<file path="src/rtl/inst_cache.sv">
// Direct-mapped instruction cache with one 32-bit word per line.
// A lookup is accepted only in the idle state. A hit returns the word one cycle later.
// A miss issues one word fetch to the memory controller and holds it until the word
// comes back. The returned word is then written into the line and passed to the
// fetcher on the same edge.
//
// Ports:
//   clk       system clock, rising edge
//   rst       asynchronous active-low reset
//   rdy       global enable; low freezes every register
//   clr       synchronous pipeline flush; abandons any outstanding miss
//   if_req    fetcher lookup request, held until if_valid
//   if_addr   fetch PC (byte address, bits [1:0] ignored)
//   if_valid  one-cycle pulse: if_inst holds the requested word
//   if_inst   fetched instruction word
//   mc_req    word-fetch request to the memory controller
//   mc_addr   word-aligned address of the outstanding miss
//   mc_done   one-cycle pulse: mc_data holds the returned word
//   mc_data   returned word
module inst_cache #(
  parameter int unsigned INDEX_BITS = 6,
  parameter int unsigned ADDR_BITS  = 32
) (
  input  logic                 clk,
  input  logic                 rst,
  input  logic                 rdy,
  input  logic                 clr,
  input  logic                 if_req,
  input  logic [ADDR_BITS-1:0] if_addr,
  output logic                 if_valid,
  output logic [31:0]          if_inst,
  output logic                 mc_req,
  output logic [ADDR_BITS-1:0] mc_addr,
  input  logic                 mc_done,
  input  logic [31:0]          mc_data
);

  localparam int unsigned Lines   = 1 << INDEX_BITS;
  localparam int unsigned TagBits = ADDR_BITS - INDEX_BITS - 2;

  typedef enum logic {StIdle, StMiss} state_e;

  state_e                 state_q;
  logic                   if_valid_q;
  logic [31:0]            if_inst_q;
  logic                   mc_req_q;
  logic [ADDR_BITS-1:0]   mc_addr_q;

  logic [Lines-1:0]       valid_q;
  logic [TagBits-1:0]     tag_q  [Lines];
  logic [31:0]            data_q [Lines];

  logic [INDEX_BITS-1:0]  req_index;
  logic [TagBits-1:0]     req_tag;
  logic                   req_hit;
  logic [INDEX_BITS-1:0]  fill_index;
  logic [TagBits-1:0]     fill_tag;
  logic                   fill_en;
  logic                   unused_addr_bits;

  // Byte offset within the word never affects the lookup.
  assign unused_addr_bits = ^if_addr[1:0];

  assign req_index  = if_addr[INDEX_BITS+1:2];
  assign req_tag    = if_addr[ADDR_BITS-1:INDEX_BITS+2];
  assign req_hit    = valid_q[req_index] && (tag_q[req_index] == req_tag);

  // The miss address is latched in mc_addr_q, so the fill target comes from there.
  assign fill_index = mc_addr_q[INDEX_BITS+1:2];
  assign fill_tag   = mc_addr_q[ADDR_BITS-1:INDEX_BITS+2];

  // clr has priority over a coincident mc_done, so that word is dropped.
  assign fill_en    = rdy && !clr && (state_q == StMiss) && mc_done;

  always_ff @(posedge clk or negedge rst) begin
    if (!rst) begin
      state_q    <= StIdle;
      if_valid_q <= 1'b0;
      if_inst_q  <= '0;
      mc_req_q   <= 1'b0;
      mc_addr_q  <= '0;
      valid_q    <= '0;
    end else if (rdy) begin
      if_valid_q <= 1'b0;
      if (clr) begin
        state_q  <= StIdle;
        mc_req_q <= 1'b0;
      end else begin
        unique case (state_q)
          StIdle: begin
            if (if_req) begin
              if (req_hit) begin
                if_valid_q <= 1'b1;
                if_inst_q  <= data_q[req_index];
              end else begin
                state_q   <= StMiss;
                mc_req_q  <= 1'b1;
                mc_addr_q <= {if_addr[ADDR_BITS-1:2], 2'b00};
              end
            end
          end
          StMiss: begin
            if (mc_done) begin
              state_q             <= StIdle;
              mc_req_q            <= 1'b0;
              if_valid_q          <= 1'b1;
              if_inst_q           <= mc_data;
              valid_q[fill_index] <= 1'b1;
            end
          end
          default: state_q <= StIdle;
        endcase
      end
    end
  end

  // Tag and data arrays need no reset; the valid bits gate every use.
  always_ff @(posedge clk) begin
    if (fill_en) begin
      tag_q[fill_index]  <= fill_tag;
      data_q[fill_index] <= mc_data;
    end
  end

  assign if_valid = if_valid_q;
  assign if_inst  = if_inst_q;
  assign mc_req   = mc_req_q;
  assign mc_addr  = mc_addr_q;

endmodule

</file>
<file path="config.mk">
export PLATFORM = sky130hd
export DESIGN_NAME = inst_cache
export DESIGN_NICKNAME = d
export VERILOG_FILES = /design/src/rtl/inst_cache.sv
export SDC_FILE = /design/constraint.sdc
export NUM_CORES = 2
export LEC_CHECK = 0
export CAP_MARGIN = 30
export CORE_AREA = 2 2 538 540
export CTS_CLUSTER_DIAMETER = 40
export DETAILED_ROUTE_END_ITERATION = 12
export DIE_AREA = 0 0 540 542
export PLACE_DENSITY = 0.68
export SETUP_SLACK_MARGIN = 0.5
export SLEW_MARGIN = 15
export SYNTH_ARGS = -nofsm -noshare
export SYNTH_HDL_FRONTEND = slang
export SYNTH_SLANG_ARGS = --single-unit
</file>
<file path="constraint.sdc">
create_clock -name clk -period 3.85 [get_ports clk]
set_input_delay 1.155 -clock clk [delete_from_list [all_inputs] [get_ports clk]]
set_output_delay 1.155 -clock clk [all_outputs]
set_load 0.02 [all_outputs]
</file>
==> impl_metrics.csv <==
group,metric,value,unit
critical_path,ff2ff_setup_slack,0.13,ns
synth,yosysWarningCount,0,
clocking,cts_sinks,3713,
critical_path,r2r_end,"mc_addr[14]",
layout,fillers,19170,
critical_path,cp_data_required_time,4.66,ns
die,die_x,540,microns
sta,slew_violations,0,
global_routing,grt_start_max_net_pins,121,
critical_path,worstRegToRegCells,14,
clocking,ctsRootBufferMaster,"clkbuf_16",
layout,drive_above_1_share,0.3805,
synth,yosysSeqAreaShare,0.7758,
die,core_area,286900,sq um
sta,period_minus_slack,4.039,ns
power,power_leakage,57.95,nW
critical_path,crit_buf_inv,10,
clocking,cts.reportedPaths.clkPinSlew,0.06,ns
sta,hold_viol_final,0,
synth,synth-edff-count,3584,
drt,wl_per_cell,36.24,microns
drt,via_per_inst,6.512,
clocking,tritoncts,"yes",
drt,dr.pass1.iters,6,
synth,synth_top_flop_cell,"edfxtp_1",
critical_path,r2r-start,"tag_q[12][3]",
synth,syn-cell-area,142900,sq um
sta,finalSetupViolations,62,
layout,utilization,0.6110,
critical_path,crit_chain,"buf_16 -> buf_12 -> inv_2 -> buf_12 -> buf_12 -> nor2_1 -> buf_4 -> a22oi_2 -> nand4_1 -> or3_4 -> a221o_1 -> nor4b_2 -> buf_4 -> a21oi_4 -> buf_12 -> buf_12 -> buf_12 -> mux2_2",
die,ios,136,
layout,nNetsFinal,7467,
global_routing,antenna_found_initial,13,
global_routing,grt_pass1_vias,75090,
die,num_rows,197,
place,dp_hpwl,245100,microns
sta,slew_headroom,0.3708,
drt,drt_iter0_markers,10780,
clocking,worstSkewPairLatency,0.97,ns
sta,worst_slack,-0.1888,ns
sta,timing.fmax,247.6,MHz
critical_path,crit_cells,18,
sta,post-route-period-util,1.049,
job,drv.max_cap_violation_count,0,
synth,syn_avg_cell_area,22.88,sq um
critical_path,slowest_stage,"or3_4",
global_routing,grt_util_all_layers,0.2838,
critical_path,start_kind,"input port",
sta,rsz0062_at_grt,"yes",
drt,postRouteAntennaNets,0,
die,die_y,542,microns
place,gp_congestion,0.9251,
critical_path,crit_end,"if_inst[8]",
global_routing,grt_first_pass_wirelength,581700,microns
clocking,cts_max_level,5,
critical_path,startpoint,"if_addr[3]",
clocking,cts_buffers,450,
critical_path,arrival,4.84,ns
sta,skew,0.09353,ns
synth,ys_ff_latch,3713,
sta,tns,-8.380,ns
layout,seq_area,110900,sq um
synth,syn-instance-count,6246,
critical_path,worstPathMaxFanout,19,
die,start_util,0.4980,
outcome,outcome,"complete, but fails checks",
global_routing,grt.overflow.total,0,
power,ir_drop,0.8369,mV
outcome,violations,"negative setup slack",
layout,syn_to_final_growth,22.68,%
drt,routed_wl,419200,microns
critical_path,cpMostUsedCell,"buf_12",
drt,route.detailed.drc,0,
power,power_density,549.8,nW/um^2
synth,yosys.cell_types.count,81,
die,fp.dieArea,292700,sq um
critical_path,critPathKind,"in -> reg",
clocking,clockBufferDepth,4,
sta,tightest_slew,0.9438,ns
critical_path,cpPeakStageDelay,0.42,ns
synth,synthArstFlopShare,0.03474,
place,port_buffers,131,
drt,vias,75330,
hold_path,hp-class,"in -> async",
critical_path,end_kind,"register",
layout,multi_input_area,31280,sq um
critical_path,critical_path.top_delay_family,"buffers and inverters",
==> routing by layer <==
layer | vias to the layer above | global-route usage | wire length [microns]
li1 | 29020 | - | -
met1 | 40030 | 0.3907 | 153600
met2 | 5336 | 0.4491 | 199100
met3 | 945 | 0.05712 | 46770
met4 | 4 | 0.1137 | 19690
met5 | - | 0 | 29
==> registers in the layout (all words and copies together), names as in the netlist <==
| signal | flops |
|---|---|
| data_q | 2048 |
| if_inst | 32 |
| if_valid | 1 |
| mc_addr | 30 |
| mc_req | 1 |
| state_q | 1 |
| tag_q | 1536 |
| valid_q | 64 |
==> final cells by class <==
class                   instances  area share
diodes                          5  0.00007137
well taps                    3781     0.02699
clock buffers                 519     0.06719
repair buffers               1041     0.07316
inverters                       8   0.0001998
flip-flops and latches       3713      0.6325
multi-input cells            2183      0.1785
clock inverters               318     0.02141
==> logic make-up (layout without fill, tap and decap cells) <==
| logic type | after synthesis | count (layout) | synth area share |
|---|---|---|---|
| flip-flops | 3713 | 3713 | 0.7758 |
| XOR/XNOR | 19 | 19 | 0.001165 |
| AO/OA/AOI/OAI | 340 | 340 | 0.01687 |
| buffers and inverters | 351 | 1886 | 0.01244 |
| multiplexers | 1342 | 1342 | 0.1760 |
| other | 1 | 7 | 0.00002624 |
| AND/OR/NAND/NOR | 480 | 480 | 0.01772 |
==> synthesized netlist by cell type (all sizes together), types with 4 or more instances <==
library cell  instances  area [sq um]
a2111oi               7         67.56
a211oi                8         60.06
a21o                  5         37.54
a21oi                36         183.9
a221oi                8         76.32
a22oi               139          1044
a31oi                 9         56.30
a32oi                 9         78.83
and2                  9         56.30
and3                  6         37.54
buf                 207          1237
clkbuf              136         510.5
dfrtp               129          3228
edfxtp             3584        107600
inv                   7         26.27
mux2                111          1355
mux2i               314          3143
mux4                917         20650
nand2                97         364.1
nand2b               10         62.56
nand3                70         350.3
nand3b                7         52.55
nand4                25         156.4
nand4b                6         52.55
nor2                 94         352.8
nor2b                24         150.1
nor3                 15         75.07
nor3b                 5         37.54
nor4                  9         62.56
nor4b                 4         35.03
o2111ai               5         43.79
o211ai                9         67.56
o21ai                39         195.2
o22ai                30         187.7
o31ai                 7         52.55
o32ai                 5         43.79
or2                  66         412.9
or3                  11         68.82
or3b                  6         52.55
xnor2                 9         78.83
xor2                 10         87.58
==> worst min path at each step <==
stage / start / end / slack, ns
6_report: rst / if_inst[3] / 0.18
5_1_grt: rst / if_inst[3] / 0.17
4_1_cts: rst / if_inst[3] / 0.15
3_5_place_dp: valid_q[62] / valid_q[62] / 0.45
3_3_place_gp: valid_q[52] / valid_q[52] / 0.45
2_1_floorplan: valid_q[10] / valid_q[10] / 0.43
==> where the power goes <==
part / leakage (nW) / internal, mW / switching, mW
logic: 16.6 / 2.73 / 4.18
clock network: 7.48 / 26.3 / 17.1
registers: 33.9 / 45.7 / 0.340
==> layout by cell type, fill, tap and decap left out, types with 9 or more instances in the layout <==
master / count
buf_16: 25
nor2_4: 66
mux2i_1: 308
mux4_2: 917
clkinv_2: 62
bufinv_16: 62
nand2b_1: 9
a21oi_1: 29
mux2_2: 83
dfrtp_2: 26
or2_2: 65
nor2_1: 26
clkbuf_16: 459
buf_2: 28
clkbuf_1: 51
nand2_1: 93
nand4_1: 25
o22ai_1: 29
clkinvlp_4: 42
o21ai_0: 29
inv_6: 45
a22oi_1: 132
clkdlybuf4s50_1: 91
nor2b_1: 20
edfxtp_1: 3584
buf_4: 530
buf_12: 331
clkbuf_8: 12
a31oi_1: 9
clkinv_1: 50
mux2_4: 28
nand3_1: 66
clkinv_4: 46
o211ai_1: 9
nor3_1: 12
buf_6: 22
dfrtp_1: 103
==> through the flow <==
step | hold WS [ns] | total power, mW | worst slack (ns) | instance area (sq um) | std cells
after global placement | 0.4456 | 53.26 | -1.453 | 157900 | 10660
after detailed placement | 0.4478 | 53.46 | -1.546 | 157900 | 10660
after CTS | 0.1469 | 96.55 | 0.007111 | 174700 | 11540
after global routing | 0.1745 | 98.64 | -0.1786 | 175300 | 11570
after floorplan | 0.4337 | 50.35 | -0.4007 | 144300 | 6247
final | 0.1848 | 96.37 | -0.1888 | 175300 | 11570
==> repair_timing <==
action,4_1_cts,5_1_grt
hold buffers,0,0
setup endpoints to repair,71,65
gates resized for setup,127,46
pin swaps,19,18
setup buffers,33,12
cloned,12,2
No activity file was read; power rests on OpenSTA's default activity.
